## src/rtl/select_max_pkg.sv

```systemverilog
// rtl/select_max_pkg.sv - shared state encoding, sentinels and compare helper for the top-k selector
package select_max_pkg;

  typedef enum logic [1:0] {
    ST_IDLE = 2'd0,
    ST_SCAN = 2'd1,
    ST_DONE = 2'd2
  } state_t;

  // Sentinels are built 64 bits wide; callers keep the low w bits.
  function automatic logic [63:0] sent_max(input int w);
    return ~((64'd1 << (w - 1)) - 64'd1);
  endfunction

  function automatic logic [63:0] sent_min(input int w);
    return (64'd1 << (w - 1)) - 64'd1;
  endfunction

  function automatic logic better(input longint a, input longint b, input logic find_min);
    return find_min ? (a < b) : (a > b);
  endfunction

endpackage

```

## src/rtl/select_max_merge.sv

```systemverilog
// rtl/select_max_merge.sv - combinational LANES-wide top-2 reducer with index tracking
module select_max_merge #(
  parameter int DATA_W = 16,
  parameter int LANES  = 1,
  parameter int IDX_W  = 4
) (
  input  logic                     find_min,
  input  logic [LANES*DATA_W-1:0]  lane_data,
  input  logic [LANES-1:0]         lane_valid,
  input  logic [IDX_W-1:0]         base_idx,
  input  logic signed [DATA_W-1:0] best_in,
  input  logic signed [DATA_W-1:0] second_in,
  input  logic [IDX_W-1:0]         idx_in,
  output logic signed [DATA_W-1:0] best_out,
  output logic signed [DATA_W-1:0] second_out,
  output logic [IDX_W-1:0]         idx_out
);
  import select_max_pkg::*;

  logic signed [DATA_W-1:0] c;

  // Lanes fold in ascending index so the lowest index keeps a tie.
  always_comb begin
    best_out   = best_in;
    second_out = second_in;
    idx_out    = idx_in;
    c          = '0;
    for (int l = 0; l < LANES; l++) begin
      c = lane_data[l*DATA_W +: DATA_W];
      if (lane_valid[l]) begin
        if (better(longint'(c), longint'(best_out), find_min)) begin
          second_out = best_out;
          best_out   = c;
          idx_out    = base_idx + IDX_W'(l);
        end else if (better(longint'(c), longint'(second_out), find_min) || (c == best_out)) begin
          second_out = c;
        end
      end
    end
  end

endmodule

```

## src/rtl/select_max_topk.sv

```systemverilog
// rtl/select_max_topk.sv - multi-lane argmax/argmin with runner-up and margin for the classifier output
module select_max_topk #(
  parameter int N_CLASSES = 10,
  parameter int DATA_W    = 16,
  parameter int LANES     = 1,
  parameter int IDX_W     = (N_CLASSES > 1) ? $clog2(N_CLASSES) : 1
) (
  input  logic                          clk,
  input  logic                          reset,
  input  logic                          enable,
  input  logic                          find_min,
  input  logic [N_CLASSES*DATA_W-1:0]   in_data,
  output logic [IDX_W-1:0]              digit,
  output logic signed [DATA_W-1:0]      max,
  output logic signed [DATA_W-1:0]      runner_up,
  output logic [DATA_W:0]               margin,
  output logic                          layer_done
);
  import select_max_pkg::*;

  localparam int BEATS  = (N_CLASSES + LANES - 1) / LANES;
  localparam int PAD    = BEATS * LANES;
  localparam int BEAT_W = $clog2(BEATS + 1);
  localparam logic [63:0] SMAX64 = sent_max(DATA_W);
  localparam logic [63:0] SMIN64 = sent_min(DATA_W);
  localparam logic signed [DATA_W-1:0] SENT_MAX = SMAX64[DATA_W-1:0];
  localparam logic signed [DATA_W-1:0] SENT_MIN = SMIN64[DATA_W-1:0];

  state_t                    state, state_nx;
  logic [BEAT_W-1:0]         beat;
  logic                      fm;
  logic [N_CLASSES*DATA_W-1:0] snap;
  logic [PAD*DATA_W-1:0]     snap_pad;
  logic signed [DATA_W-1:0]  best, second, m_best, m_second;
  logic [IDX_W-1:0]          idx, m_idx, base_idx;
  logic [LANES*DATA_W-1:0]   lane_data;
  logic [LANES-1:0]          lane_valid;
  logic [DATA_W:0]           diff;
  logic                      load, step, fin;

  generate
    if (PAD > N_CLASSES) begin : g_pad
      assign snap_pad = {{((PAD - N_CLASSES) * DATA_W){1'b0}}, snap};
    end else begin : g_nopad
      assign snap_pad = snap;
    end
  endgenerate

  // Lanes past the end of the class list are masked rather than zero-filled winners.
  always_comb begin
    lane_data  = '0;
    lane_valid = '0;
    for (int l = 0; l < LANES; l++) begin
      if (int'(beat) * LANES + l < N_CLASSES) begin
        lane_valid[l] = 1'b1;
        lane_data[l*DATA_W +: DATA_W] = snap_pad[(int'(beat) * LANES + l)*DATA_W +: DATA_W];
      end
    end
  end

  assign base_idx = IDX_W'(int'(beat) * LANES);

  select_max_merge #(.DATA_W(DATA_W), .LANES(LANES), .IDX_W(IDX_W)) u_merge (
    .find_min  (fm),
    .lane_data (lane_data),
    .lane_valid(lane_valid),
    .base_idx  (base_idx),
    .best_in   (best),
    .second_in (second),
    .idx_in    (idx),
    .best_out  (m_best),
    .second_out(m_second),
    .idx_out   (m_idx)
  );

  assign diff = fm ? ({second[DATA_W-1], second} - {best[DATA_W-1], best})
                   : ({best[DATA_W-1], best} - {second[DATA_W-1], second});

  always_ff @(posedge clk or negedge reset) begin
    if (!reset) state <= ST_IDLE;
    else        state <= state_nx;
  end

  always_comb begin
    state_nx = state;
    case (state)
      ST_IDLE: if (enable) state_nx = ST_SCAN;
      ST_SCAN: begin
        if (!enable)                          state_nx = ST_IDLE;
        else if (beat == BEAT_W'(BEATS))      state_nx = ST_DONE;
      end
      ST_DONE: if (!enable) state_nx = ST_IDLE;
      default: state_nx = ST_IDLE;
    endcase
  end

  always_comb begin
    load       = (state == ST_IDLE) && enable;
    step       = (state == ST_SCAN) && enable && (beat != BEAT_W'(BEATS));
    fin        = (state == ST_SCAN) && enable && (beat == BEAT_W'(BEATS));
    layer_done = (state == ST_DONE);
  end

  // One extra SCAN edge after the last beat moves the running values into the result registers.
  always_ff @(posedge clk or negedge reset) begin
    if (!reset) begin
      beat      <= '0;
      fm        <= 1'b0;
      snap      <= '0;
      best      <= '0;
      second    <= '0;
      idx       <= '0;
      digit     <= '0;
      max       <= '0;
      runner_up <= '0;
      margin    <= '0;
    end else begin
      if (load) begin
        snap   <= in_data;
        fm     <= find_min;
        best   <= find_min ? SENT_MIN : SENT_MAX;
        second <= find_min ? SENT_MIN : SENT_MAX;
        idx    <= '0;
        beat   <= '0;
      end
      if (step) begin
        best   <= m_best;
        second <= m_second;
        idx    <= m_idx;
        beat   <= beat + BEAT_W'(1);
      end
      if (fin) begin
        digit     <= idx;
        max       <= best;
        runner_up <= second;
        margin    <= diff;
      end
    end
  end

endmodule

```

## config.mk

```make
export PLATFORM = sky130hd
export DESIGN_NAME = select_max_topk
export DESIGN_NICKNAME = d
export VERILOG_FILES = /design/src/rtl/select_max_pkg.sv /design/src/rtl/select_max_merge.sv /design/src/rtl/select_max_topk.sv
export SDC_FILE = /design/constraint.sdc
export NUM_CORES = 1
export LEC_CHECK = 0
export BUFFER_PORTS_ARGS = -buffer_cell sky130_fd_sc_hd__buf_2
export CELL_PAD_IN_SITES_DETAIL_PLACEMENT = 0
export CELL_PAD_IN_SITES_GLOBAL_PLACEMENT = 1
export CORE_UTILIZATION = 35
export CTS_BUF_LIST = sky130_fd_sc_hd__clkbuf_16
export DETAILED_ROUTE_END_ITERATION = 7
export PLACE_DENSITY_LB_ADDON = 0.1
export SLEW_MARGIN = 20
export SYNTH_ARGS = -nofsm -noshare
export SYNTH_HDL_FRONTEND = slang
export SYNTH_SLANG_ARGS = --single-unit
```

## constraint.sdc

```tcl
create_clock -name clk -period 11.61 [get_ports clk]
set_clock_uncertainty 0.05 [all_clocks]
set_input_delay 1.161 -clock clk [delete_from_list [all_inputs] [get_ports clk]]
set_output_delay 1.161 -clock clk [all_outputs]
set_load 0.01 [all_outputs]
```

# Word level (Yosys, flattened, before mapping)
# Cells that the tools add are included.
# op_classes
magnitude_cmp	5
eq_ne	11
shift	1
reduce_logical	10
add_sub_neg	3
mux	24
# op_table
op	n
2-to-1 mux 16 bit	10
indexed part select 160 x 9 -> 16 bit	1
subtractor 16 x 16 -> 17 bit	2
greater-than comparator 16 bit	2
less-than comparator 16 bit	2
2-to-1 mux 4 bit	5
2-to-1 mux 17 bit	1
== test 16 bit	1
AND reduction 3 bit	3
2-to-1 mux 2 bit	4
inequality test 2 bit (second input constant)	3
case mux 2 bit (3 select lines)	1
adder 4 x 1 -> 4 bit (second input constant)	1
== test 4 bit (second input constant)	1
logical AND 1 bit	4
less-than comparator 4 bit (second input constant)	1
inequality test 4 bit (second input constant)	1
2-to-1 mux 1 bit	3
inequality test 3 x 1 -> 1 bit (second input constant)	1
inequality test 3 bit (second input constant)	1
== test 2 x 1 -> 1 bit (second input constant)	1
== test 2 bit (second input constant)	1
logical NOT 2 bit	1
inequality test 2 x 1 -> 1 bit (second input constant)	1
other kinds (2)	2
# totals
output_inout_bits	54
input_bits	164
regBits	256

# Depth between registers and ports, before layout
# Gate-level depths: netlist of run 1.
# depth
depth_word	9
depth_mapped	17
depth_no_buf	14

# Cells and area by module
# A second synthesis of run 1 with hierarchy kept.
# hier_totals
hier_cells	1536
area_unflattened_um2	13709.4
# by_module_without_submodules
mod	area_each_um2	cells_per_inst	n_inst
select_max_topk	12273.0	1340	1
select_max_merge	1436.4	196	1

# Worst setup path after synthesis of run 1
# Ideal clock, no wire load.
# synth_path
kind	flip-flop to flip-flop
startpoint	register beat[1]
endpoint	register second[10]
path_buffers	4
setup_time_ns	0.125
arrival_ns	4.457
slack_ns	6.978
path_stages_with_launch	17
period_less_slack_ns	4.632
t_required_ns	11.435
path_cell_list	dfrtp_1 -> clkbuf_1 -> buf_1 -> clkbuf_1 -> mux4_2 -> a2bb2oi_1 -> inv_1 -> ha_1 -> a21oi_1 -> nand2_1 -> a221oi_1 -> o211ai_2 -> xnor2_1 -> or4_4 -> a21oi_4 -> buf_12 -> mux2_4
# synth_between
elab_chain_len	7
# synth_lines
element	line_no	text
start: declaration	select_max_topk.sv:30	logic [BEAT_W-1:0] beat;
start signal: assignment	select_max_topk.sv:130	beat <= beat + BEAT_W'(1);
indexed part select 160 x 9 -> 16 bit or less-than comparator 4 bit (tied branches)	select_max_topk.sv:56, select_max_topk.sv:54	
2-to-1 mux 16 bit	select_max_topk.sv:54	if (int'(beat) * LANES + l < N_CLASSES) begin
greater-than comparator 16 bit or less-than comparator 16 bit (tied branches)	select_max_pkg.sv:20	return find_min ? (a < b) : (a > b);
2-to-1 mux 1 bit	select_max_pkg.sv:20	
logical OR 1 bit or 2-to-1 mux 16 bit (tied branches)	select_max_merge.sv:35, select_max_merge.sv:31	
inequality test 3 x 1 -> 1 bit (no source line) or 2-to-1 mux 16 bit (tied branches)	--	
AND reduction 3 bit (no source line) or 2-to-1 mux 16 bit (tied branches)	--	
end signal: assignment	select_max_topk.sv:122	second <= find_min ? SENT_MIN : SENT_MAX;
end signal: assignment	select_max_topk.sv:128	second <= m_second;
end: declaration	select_max_topk.sv:34	logic signed [DATA_W-1:0] best, second, m_best, m_second;
# Parallel ways exist; a longest one is shown, timed or not. The select of a mux whose other input is x is not followed.
# A chain may end at the register's enable or synchronous reset.

# Worst setup path in the final report of run 1
# layout_path
startpoint	register beat[0]
endpoint	register best[11]
# layout_between
elab_chain_len	6
# layout_lines
element	line_no	text
indexed part select 160 x 9 -> 16 bit or less-than comparator 4 bit (tied branches)	select_max_topk.sv:56, select_max_topk.sv:54	
2-to-1 mux 16 bit	select_max_topk.sv:54	
greater-than comparator 16 bit or less-than comparator 16 bit (tied branches)	select_max_pkg.sv:20	
2-to-1 mux 1 bit	select_max_pkg.sv:20	
inequality test 2 x 1 -> 1 bit (no source line)	--	
AND reduction 3 bit (no source line)	--	
end signal: assignment	select_max_topk.sv:121	best <= find_min ? SENT_MIN : SENT_MAX;
end signal: assignment	select_max_topk.sv:127	best <= m_best;
end: declaration	select_max_topk.sv:34	
# Parallel ways exist; a longest one is shown, timed or not. The select of a mux whose other input is x is not followed.

==> metrics.md, run 1 <==
| Metric | Value |
|---|---|
| Vias in the first global route | `10910` |
| Worst Tran Pin Value | `1.020 ns` |
| Core Area | `38020 sq um` |
| Number of enable flip-flop cells after synthesis | `0` |
| Crit-path cells | `buf_4 > mux4_2 > a22oi_1 > a2bb2oi_1 > inv_1 > ha_1 > nand4_4 > a2111o_1 > o211ai_2 > mux2_2 > nor2_1 > o21a_1 > mux2_2` |
| Final WS setup | `5.807 ns` |
| Filler cells | `3923` |
| Ys flop type | `dfrtp_1` |
| P_leak | `8.336 nW` |
| Hold buffer count at cts | `0` |
| R2R depth | `13` |
| Post-synthesis cell type count | `60` |
| Maxcap violations | `0` |
| CTS tree | `built` |
| Mean routed wirelength per cell | `18.81 um` |
| Top delay family on crit path | `compound AO/OA/AOI/OAI gates` |
| Clk_lat worst skew | `0.58 ns` |
| Min Tclk post-route | `5.803 ns` |
| Yosys top cell by area | `dfrtp_1` |
| Post-Syn Instances | `1492` |
| PortBufs | `217` |
| PD cells | `248.0 nW/um^2` |
| Max FO, Critical Path | `34` |
| Post-CTS setup buffers | `0` |
| Max-slew headroom | `31.97%` |
| Root Buffer | `clkbuf_16` |
| CP Depth | `13` |
| Number of antenna violations at the first check in global routing | `0` |
| Final net count | `1900` |
| TritonCTS buffer count | `29` |
| Clock share of power | `22.5%` |
| H-tree depth | `1` |
| Hold Violations, Final | `0` |
| Worst slack, placed | `5.712 ns` |
| Worst hold stages | `2` |
| Post-synth ARST share | `100.0%` |
| Post-CTS sizing | `0` |
| ANT nets after route | `0` |
| Worst Setup Path Type | `flop to flop` |
| Sw Pwr | `1.657 mW` |
| Synth top area share | `46.98%` |
| Die area | `39750 sq um` |
| Longest Clk Path Bufs | `3` |
| Clock-pin slew on the worst setup and hold paths | `0.06 ns` |
| RD Place Congestion | `0.8428` |
| Pint | `2.323 mW` |
| Setup violators final | `0` |
| Maximum vdd drop | `0.1288 mV` |
| Worst hold slack | `0.4208 ns` |
| YS warnings | `0` |
| Sw Share | `41.63%` |
| Pins Over Slew Limit | `0` |
| Routed WL | `41400 um` |
| Clk sinks | `256` |
| RSZ-0062 raised after global routing | `no` |
| Status | `finished clean` |
| Critical Path AT | `6.21 ns` |
| Min-delay worst type | `flop to flop` |
| Overflow after GRT | `0` |
| Synth area leaders | `dfrtp_1 47%, nand2_1 16%, ha_1 6.1%, mux4_2 5.3%, mux2_2 3.5%` |
| Fmax achieved | `172.3 MHz` |
| Syn avg cell area | `9.139 sq um` |
| Remaining routing DRC violations | `0` |
| CP Capture Type | `flop` |
| Area growth, synth to finish | `17.71%` |
| Crit-path slowest cell | `o21a_1` |
| CP required | `12.01 ns` |
| Antenna diode count | `0` |
| Crit share post-route | `49.98%` |
| Die Wd | `199.4 um` |
| DP HPWL | `31180 um` |
| Detailed-router iteration count before antenna repair | `4` |
| #FFs+latches synth | `256` |
| Layout cells sized above 1 | `22.07%` |
| Area of the multi-input gates | `6650 sq um` |
| FF+latch area | `6411 sq um` |
| Die Y | `199.4 um` |
| CP max stage delay | `0.81 ns` |
| Vias post-DR | `10863` |
| Critical Path Start Type | `flop` |
| Largest net degree at the start of global routing | `116` |
| Comb power frac | `46.5%` |
| First-pass GRT wire length | `64550 um` |
| GRT Total Usage | `21.38%` |
| Via-to-Cell Ratio | `4.935` |
| Syn nets | `1724` |
| Post-synthesis cell area | `13640 sq um` |
| FP Rows | `71` |
| Register area share after synthesis | `46.98%` |
| Setup TNS | `0 ns` |
| Starting Density | `35.86%` |
| CP dominant cell by count | `mux2_2` |
| I/O pin cnt | `218` |
| CP Buf/Inv Count | `2` |
| Sequential fraction of design power | `31.0%` |
| DRT iter0 DRCs | `620` |
[flip-flops by register name (all words and copies together), names as in the netlist]
name and flops:
snap 160, margin 17, best 16, max 16, runner_up 16, second 16
beat 4, digit 4, idx 4, state 2, fm 1
[logic make-up after synthesis]
kind of cell	after synthesis	synth area share [%]
AO/OA/AOI/OAI	248	11.55
XOR/XNOR	10	0.6423
adder cells (fa/ha/maj)	68	6.350
buffers and inverters	150	4.359
flip-flops	256	46.98
multiplexers	97	10.81
AND/OR/NAND/NOR	663	19.31
[synth_stat cells, drive strengths merged (3+ instances only)]
cell type    n
a221oi       3
o211ai       6
a22oi       18
a211o        4
nand4       10
a21o        11
nand2b       4
mux2i       13
mux2        52
ha          66
mux4        32
o21a         6
xor2         4
a211oi       7
buf          9
nor3        15
a21oi       59
clkbuf      75
o21ai       82
xnor2        6
nor2        25
or2          3
nand3        8
a21boi       4
inv         64
o31ai       14
dfrtp      256
a31oi        3
nand2      579
a2bb2oi     14
and2         4
nor2b        6
[tightest hold or removal path, stage by stage, from the launching register on]
cell,delay (ns)
dfrtp_1,0.34
nand2_1,0.05
nand2_1,0.05
[cells in the final DEF, fill, tap and decap left out, drive strengths merged, types with 6 or more instances in the layout]
cell     Yosys  layout
mux2        52      52
nor2        25      25
nand4       10      10
dfrtp      256     256
o211ai       6       6
o31ai       14      14
inv         64      71
nor2b        6       6
a21oi       59      59
mux2i       13      13
xnor2        6       6
nand3        8       8
a21o        11      11
o21ai       82      82
a2bb2oi     14      14
mux4        32      32
a22oi       18      18
o21a         6       6
nand2      579     579
a211oi       7       7
buf          9     229
clkbuf      75      29
ha          66      66
clkinv       2      15
nor3        15      15
[power groups by stage]
stage	logic, mW	clock network, mW	registers (mW)
floorplan	1.36	0	1.17
global placement	1.85	0	1.25
detailed placement	1.86	0	1.25
CTS	1.87	0.923	1.23
global route	2.07	0.957	1.26
finish	1.85	0.895	1.23
[metal layers]
metal | vias to the layer above | share of wire [%] | global-route usage, %
met5 | - | 0 | 0
met2 | 215 | 46 | 33.98
met1 | 5233 | 48 | 30.56
li1 | 5370 | - | -
met3 | 45 | 3.6 | 2.903
met4 | 0 | 2.6 | 5.570
[per-stage QoR]
step                      util [%]  std cells  power, mW  instance area (sq um)
after floorplan                  -       1492      2.531                  13640
after global placement       39.80       2148      3.101                  15130
after detailed placement     39.80       2148      3.109                  15130
after CTS                    42.21       2201      4.025                  16050
after global routing         42.21       2201      4.290                  16050
final                        42.21       2201      3.980                  16050
[area by class of cell]
class,instances,area share (%)
Inverter,66,1.544
Clock inverter,24,1.185
Tap cell,511,3.983
Timing Repair Buffer,229,7.390
Clock buffer,29,4.521
Multi-Input combinational cell,1086,41.43
Sequential cell,256,39.94
[final timing paths]
check                           from        end  slack, ns
setup / recovery             beat[0]   best[11]       5.81
hold / removal             snap[129]  snap[129]       0.42
setup reg to reg             beat[0]   best[11]       5.81
max in group asynchronous      reset    beat[0]       9.21
hold reg to reg            snap[129]  snap[129]       0.42
min in group asynchronous      reset     max[2]       0.64
No activity file was read; power rests on OpenSTA's default activity.
==> run 2, diff against run 1 <==
Settings changed: ABC_AREA set to 1.
Clock period 11.61 ns to 4.7 ns, I/O delays scaled along.
==> run 2 against run 1 <==
Compared with the run above:
- hold slack worse by 0.38 ns
- combinational power rose to 3.5 times the previous value
- sequential power rose to 2.7 times the previous value
- fmax up 49%
- via count up 3.2%
- register-to-register slack worse by 5.0 ns
- non-clock buffer count up 12
- global-route usage up 0.19 points
- critical path depth up 8
- core utilization up 0.24 points
- highest routed layer is now met5
==> metrics.md, run 2 <==
| Metric | Value |
|---|---|
| RSZ-0062 raised after global routing | `no` |
| CP Capture Type | `flop` |
| I/O pin cnt | `218 (unchanged)` |
| Longest Clk Path Bufs | `3 (unchanged)` |
| CP max stage delay | `0.42 ns (-0.39 ns)` |
| Fmax achieved | `257.2 MHz (+49%)` |
| Count leader, synth | `nand2_1` |
| Hold wc startpoint | `in_data[15]` |
| Synth area leaders | `dfrtp_1 46%, mux2_2 13%, nand2_1 9.0%, ha_1 6.0%, o21ai_0 4.5%` |
| H-tree depth | `1 (unchanged)` |
| Vias in the first global route | `11384 (+4.3%)` |
| Ys flop type | `dfrtp_1` |
| Register area share after synthesis | `46.18% (-0.80 points)` |
| Min-delay worst type | `primary input to flop` |
| Die Y | `201.1 um (+0.86%)` |
| Critical Path AT | `4.34 ns (-1.87 ns)` |
| CP dominant cell by count | `nand2_1` |
| TritonCTS buffer count | `30 (+3.4%)` |
| Placed cell area | `15490 sq um (+2.4%)` |
| Critical Path Start Type | `flop` |
| Pins Over Slew Limit | `0 (unchanged)` |
| Post-Synth XOR/XNOR Area | `1.200% (+0.56 points)` |
| Setup TNS | `0 ns (unchanged)` |
| Clk_lat worst skew | `0.61 ns (+0.03 ns)` |
| Largest regs | `snap: 160 flops, margin: 17 flops` |
| Commonest non-fill, non-tap cell in the layout | `nand2_1` |
| RD Place Congestion | `0.9012 (+6.9%)` |
| Detailed-router iteration count before antenna repair | `5 (+1)` |
| PD cells | `724.2 nW/um^2 (+190%)` |
| CTS tree | `built` |
| Die Wd | `201.1 um (+0.86%)` |
| Max-slew headroom | `39.60% (+7.6 points)` |
| FP Rows | `72 (+1.4%)` |
| Min Tclk post-route | `3.887 ns (-1.915 ns)` |
| Number of enable flip-flop cells after synthesis | `0 (unchanged)` |
| Post-CTS setup buffers | `0 (unchanged)` |
| Maxcap violations | `0 (unchanged)` |
| Number of antenna violations at the first check in global routing | `13 (+13)` |
| Root Buffer | `clkbuf_16` |
| Clock-pin slew on the worst setup and hold paths | `0.06 ns (about the same)` |
| DP HPWL | `32200 um (+3.3%)` |
| Layout cells sized above 1 | `28.71% (+6.6 points)` |
| Mux cell area share after synthesis | `12.99% (+2.2 points)` |
| Crit share post-route | `82.71% (+33 points)` |
| Core Area | `38830 sq um (+2.1%)` |
| Synth top area share | `46.18% (-0.80 points)` |
| Crit-path slowest cell | `dfrtp_2` |
| R2R depth | `21 (+8)` |
| Max FO, Critical Path | `45 (+32%)` |
| Post-synthesis cell area | `13870 sq um (+1.7%)` |
| Starting Density | `35.73% (-0.14 points)` |
| Reg2reg setup slack | `0.81 ns (-4.99 ns)` |
| Remaining routing DRC violations | `0 (unchanged)` |
| #FFs+latches synth | `256 (unchanged)` |
| Crit path to | `idx[0]` |
| Filler cells | `3929 (+0.15%)` |
| Syn avg cell area | `9.193 sq um (+0.59%)` |
| Synth cell count leaders | `331 x nand2_1, 256 x dfrtp_1, 160 x mux2_2, 125 x o21ai_0, 113 x nor2_1` |
| Overflow after GRT | `0 (unchanged)` |
| PortBufs | `217 (unchanged)` |
| YS warnings | `0 (unchanged)` |
| Vias post-DR | `11215 (+3.2%)` |
| Largest Register | `snap` |
| Maximum vdd drop | `0.3672 mV (+190%)` |
| Synth Area in Adders | `6.242% (-0.11 points)` |
| Post-synthesis cell type count | `43 (-28%)` |
| GRT Total Usage | `21.57% (+0.19 points)` |
| First-pass GRT wire length | `67680 um (+4.9%)` |
| Max FFs per register | `160 (unchanged)` |
| Post-route cell area | `16480 sq um (+2.7%)` |
| Routed WL | `43400 um (+4.8%)` |
| Worst Tran Pin Value | `0.9060 ns (-0.1145 ns)` |
| Critical Path Start | `beat[0]` |
| Largest family of logic cells by synthesized area | `simple AND/OR/NAND/NOR gates` |
| Clk sinks | `256 (unchanged)` |
| Hold Violations, Final | `0 (unchanged)` |
| Post-Syn Instances | `1509 (+1.1%)` |
| Mean routed wirelength per cell | `19.29 um (+2.6%)` |
| CP required | `5.15 ns (-6.86 ns)` |
| Compound-Gate Fraction of Synth Area | `11.88% (+0.33 points)` |
| Status | `finished clean` |
| Synth Area in Simple Gates | `16.31% (-3.0 points)` |
| Worst Setup Path Type | `flop to flop` |
| RR Startpoint | `beat[0]` |
| DRT iter0 DRCs | `554 (-11%)` |
| Via-to-Cell Ratio | `4.984 (+0.99%)` |
| Yosys top cell by area | `dfrtp_1` |
| ANT nets after route | `0 (unchanged)` |
| Final net count | `1933 (+1.7%)` |
| Largest net degree at the start of global routing | `106 (-8.6%)` |
| Crit-path cells | `inv_2 > buf_4 > nand2_1 > a21oi_1 > nand3_1 > nand2_1 > ha_1 > nand2_1 > inv_1 > o21bai_1 > nand2_1 > a21oi_2 > nand2_1 > nand2_1 > nand3_4 > nand2_4 > a21oi_4 > inv_2 > buf_12 > nand2_1 > nand2_1` |
| Area growth, synth to finish | `18.83%` |
| Setup violators final | `0 (unchanged)` |
| P_leak | `7.985 nW (-4.2%)` |
| Capturing point of the worst reg2reg path | `idx[0]` |
| Commonest non-fill, non-tap cells in the layout | `331 x nand2_1, 255 x dfrtp_1, 216 x buf_2, 160 x mux2_2, 125 x o21ai_0` |
| Post-synth ARST share | `100.0% (unchanged)` |
| Die area | `40440 sq um (+1.7%)` |
| Syn nets | `1741 (+0.99%)` |
[run 2: changes by cell type after synthesis, moves of 17 or more]
cell / before / now
o21ai_0: 82 / 125
nand3_1: 8 / 71
a22oi_1: 18 / 0
o22ai_1: 1 / 18
nor2_1: 25 / 113
mux4_2: 32 / 0
mux2_2: 42 / 160
inv_1: 64 / 86
nand2_1: 579 / 331
clkbuf_1: 75 / 49
[run 2: logic make-up (layout without fill, tap and decap cells)]
kind of cell	count (synthesis)	count (layout)
multiplexers	160	160
buffers and inverters	176	391
adder cells (fa/ha/maj)	68	68
AO/OA/AOI/OAI	282	282
AND/OR/NAND/NOR	548	548
other	0	8
flip-flops	256	256
XOR/XNOR	19	19
[run 2: per-layer routing]
layer	up-vias	share of wire, %	track usage (%)
met4	12	2.4	5.616
li1	5479	-	-
met3	71	5.3	4.107
met5	-	0.13	0
met2	264	47	35.85
met1	5389	45	28.70
[run 2: worst min path at each step]
stage	endpoint	slack, ns	cells after the start
floorplan	beat[0]	0.12	0
global placement	margin[1]	0.41	2
detailed placement	margin[1]	0.41	2
CTS	snap[53]	0.02	2
global route	snap[15]	0.02	2
finish	snap[15]	0.04	2
[run 2: final cells by class]
| cell class | instances | area [sq um] | share of cell area, % |
|---|---|---|---|
| Multi-Input combinational cell | 1077 | 6763 | 41.02 |
| Clock inverter | 25 | 210.2 | 1.275 |
| Inverter | 95 | 356.6 | 2.163 |
| Antenna cell | 8 | 20.02 | 0.1214 |
| Tap cell | 518 | 648.1 | 3.932 |
| Clock buffer | 30 | 750.7 | 4.554 |
| Timing Repair Buffer | 241 | 1329 | 8.061 |
| Sequential cell | 256 | 6407 | 38.87 |
[run 2: critical path: cells and delay by family, from the launching register on]
kind | cells | cell delay (ns)
DFF | 1 | 0.42
adders and majority gates | 1 | 0.30
buffers and inverters | 5 | 1.01
AOI/OAI and AO/OA | 4 | 0.56
and+or+nand+nor | 11 | 1.35
[run 2: repair_timing]
action | 4_1_cts | 5_1_grt
hold endpoints to repair | 102 | 0
hold buffers | 1 | 0
resized for setup | 0 | 0
[run 2: through the flow]
| stage | util (%) | power [mW] | hold slack (ns) | cells | worst slack (ns) |
|---|---|---|---|---|---|
| after CTS | 42.40 | 12.05 | 0.02010 | 2242 | 0.7976 |
| after floorplan | - | 7.695 | 0.1244 | 1509 | 1.535 |
| after global placement | 39.90 | 9.670 | 0.4077 | 2186 | 0.9580 |
| after detailed placement | 39.90 | 9.712 | 0.4120 | 2186 | 0.8600 |
| after global routing | 42.42 | 12.99 | 0.02154 | 2245 | 0.4493 |
| final | 42.46 | 11.94 | 0.04279 | 2250 | 0.8125 |
[run 2: power by group]
group	switching (mW)	internal, mW	leakage [nW]
registers	0.436	2.82	3.04
clock network	0.964	1.32	0.488
logic	4.08	2.31	4.46
==> run 3, diff against run 2 <==
Clock period 4.7 ns to 3.44 ns, I/O delays scaled along.
==> run 3 against run 2 <==
Compared with the run above:
- critical path depth shrank 1
- final area grew 15%
- clock power grew 43%
- sequential cell count is the same
- sequential share of layout area shrank 4.9 points
- via count grew 9.1%
- sequential power grew 37%
- fmax grew 16%
- die area is the same
- core utilization grew 6.2 points
- total power grew 50%
- routed wire length grew 6.2%
- critical path type unchanged
- critical endpoint is now best[1]
==> metrics.md, run 3 (same netlist as run 2, synthesis figures left out) <==
| Metric | Value |
|---|---|
| Critical Path Start Type | `flop` |
| Longest Clk Path Bufs | `3 (unchanged)` |
| Total chip power | `17.86 mW (+50%)` |
| R2R depth | `20 (-4.8%)` |
| Filler cells | `3716 (-5.4%)` |
| ANT nets after route | `0 (unchanged)` |
| Worst Setup Path Type | `flop to flop` |
| Maximum vdd drop | `0.4870 mV (+33%)` |
| Critical Path AT | `3.79 ns (-0.55 ns)` |
| TritonCTS buffer count | `31 (+3.3%)` |
| Min-delay worst type | `primary input to flop` |
| P_leak | `9.044 nW (+13%)` |
| Final core occ | `48.62% (+6.2 points)` |
| Die Wd | `201.1 um (unchanged)` |
| DP HPWL | `32820 um (+1.9%)` |
| Max FO, Critical Path | `24 (-47%)` |
| Fmax achieved | `297.2 MHz (+16%)` |
| Largest net degree at the start of global routing | `138 (+30%)` |
| H-tree depth | `1 (unchanged)` |
| Commonest non-fill, non-tap cell in the layout | `nand2_1` |
| PortBufs | `217 (unchanged)` |
| GRT Total Usage | `22.93% (+1.4 points)` |
| Area growth, synth to finish | `36.08%` |
| Met2 routed WL | `22170 um (+7.9%)` |
| Largest Register | `snap` |
| Worst hold stages | `3 (+1)` |
| Filler-free cell count of the finished design | `2464 (+9.5%)` |
| RSZ-0062 raised after global routing | `yes` |
| Metal3 WL | `1769 um (-24%)` |
| Commonest non-fill, non-tap cells in the layout | `317 x nand2_1, 254 x dfrtp_1, 216 x buf_2, 162 x dlygate4sd3_1, 160 x mux2_2` |
| M1 WL | `20630 um (+6.0%)` |
| Root Buffer | `clkbuf_16` |
| Starting Density | `35.73% (unchanged)` |
| Crit-path slowest cell | `dfrtp_2` |
| Maxcap violations | `0 (unchanged)` |
| Clk_lat worst skew | `0.59 ns (-0.02 ns)` |
| Min Tclk post-route | `3.365 ns (-0.5225 ns)` |
| Worst Tran Pin Value | `0.8896 ns (-0.01644 ns)` |
| Top routing layer in use | `met4` |
| Overflow after GRT | `0 (unchanged)` |
| FP Rows | `72 (unchanged)` |
| Clk sinks | `256 (unchanged)` |
| CP max stage delay | `0.40 ns (-0.02 ns)` |
| Final net count | `2155 (+11%)` |
| Vias post-DR | `12239 (+9.1%)` |
| Clock-pin slew on the worst setup and hold paths | `0.06 ns (about the same)` |
| First-pass GRT wire length | `72510 um (+7.1%)` |
| Area of the multi-input gates | `6935 sq um (+2.6%)` |
| RD Place Congestion | `0.8953 (-0.65%)` |
| Pins Over Slew Limit | `0 (unchanged)` |
| Placed cells | `2235 (+2.2%)` |
| Hold Violations, Final | `0 (unchanged)` |
| Remaining routing DRC violations | `0 (unchanged)` |
| Crit share post-route | `97.82% (+15 points)` |
| PD cells | `946.3 nW/um^2 (+31%)` |
| Number of antenna violations at the first check in global routing | `2 (-11)` |
| Crit-path cells | `buf_12 > buf_16 > o21ai_0 > o221ai_1 > o211ai_1 > nand2_1 > ha_4 > nand2_2 > o21bai_1 > nand2_1 > a21oi_2 > buf_4 > nand3_2 > nand3_4 > nand2_4 > a21oi_4 > inv_2 > buf_4 > nand2_2 > o21ai_2` |
| Core Area | `38830 sq um (unchanged)` |
| Setup violators final | `0 (unchanged)` |
| Mean routed wirelength per cell | `18.70 um (-3.1%)` |
| CTS tree | `built` |
| FF+latch area | `6409 sq um (about the same)` |
| Layout cells sized above 1 | `30.25% (+1.5 points)` |
| I/O pin cnt | `218 (unchanged)` |
| DRT iter0 DRCs | `563 (+1.6%)` |
| CP Capture Type | `flop` |
| Status | `finished clean` |
| Largest regs | `snap: 160 flops, margin: 17 flops` |
| Max-slew headroom | `40.70% (+1.1 points)` |
| Die area | `40440 sq um (unchanged)` |
| CP required | `3.86 ns (-1.29 ns)` |
| Worst hold slack | `0.05450 ns (+0.01171 ns)` |
| Setup TNS | `0 ns (unchanged)` |
| Max FFs per register | `160 (unchanged)` |
| Detailed-router iteration count before antenna repair | `5 (unchanged)` |
| Via-to-Cell Ratio | `4.967 (-0.35%)` |
| Routed WL | `46070 um (+6.2%)` |
| Vias in the first global route | `12648 (+11%)` |
| Die Y | `201.1 um (unchanged)` |
-- run 3: cell count changes in the layout (fill, tap and decap cells not counted), sizes merged --
cell,change
dlygate4sd3,+161
buf,+59
clkinv,-6
diode,-6
inv,+4
clkbuf,+2
bufinv,+1
clkinvlp,-1
-- run 3: final cells by class --
| class | instances | share of cell area [%] |
|---|---|---|
| Timing Repair Buffer | 462 | 18.70 |
| Antenna cell | 2 | 0.02651 |
| Clock inverter | 23 | 1.140 |
| Multi-Input combinational cell | 1077 | 36.74 |
| Inverter | 95 | 1.902 |
| Tap cell | 518 | 3.433 |
| Clock buffer | 31 | 4.109 |
| Sequential cell | 256 | 33.95 |
-- run 3: metal layers --
metal	up-vias	global-route usage, %
met5	-	0
met4	0	6.516
met3	88	3.052
met2	296	39.00
met1	5935	30.40
li1	5920	-
-- run 3: critical path, delay by kind of cell, from the launching register on --
kind / cells / cell delay, ns
AOI/OAI and AO/OA: 7 / 1.04
buffers and inverters: 5 / 0.80
and+or+nand+nor: 7 / 0.69
DFF: 1 / 0.40
adders and majority gates: 1 / 0.25
-- run 3: timing repair --
item,in CTS,in global routing
gates resized for setup,4,56
hold buffers,162,0
setup endpoints to repair,16,36
buffers inserted,0,10
pin swaps,0,22
hold endpoints to repair,240,0
cloned,0,1
-- run 3: stage by stage --
step,setup WS [ns],instance area (sq um)
4_1_cts,0.005462,18570
5_1_grt,-0.1151,18880
6_report,0.07502,18880
3_3_place_gp,0.02452,15940
2_1_floorplan,0.2750,13870
3_5_place_dp,-0.05306,15940
-- run 3: path summary, 6_finish.rpt --
kind                        endpoint  slack [ns]      start
setup / recovery             best[1]        0.08    beat[0]
hold / removal                    fm        0.05   find_min
setup reg to reg             best[1]        0.08    beat[0]
hold reg to reg            margin[1]        0.42  margin[1]
max in group asynchronous   snap[19]        2.07      reset
min in group asynchronous     max[3]        0.26      reset
-- run 3: where the power goes --
group / switching (mW) / leakage, nW / internal [mW]
clock: 1.33 / 0.511 / 1.92
combinational: 6.00 / 5.49 / 4.17
sequential: 0.586 / 3.04 / 3.86
total: 7.92 / 9.04 / 9.95
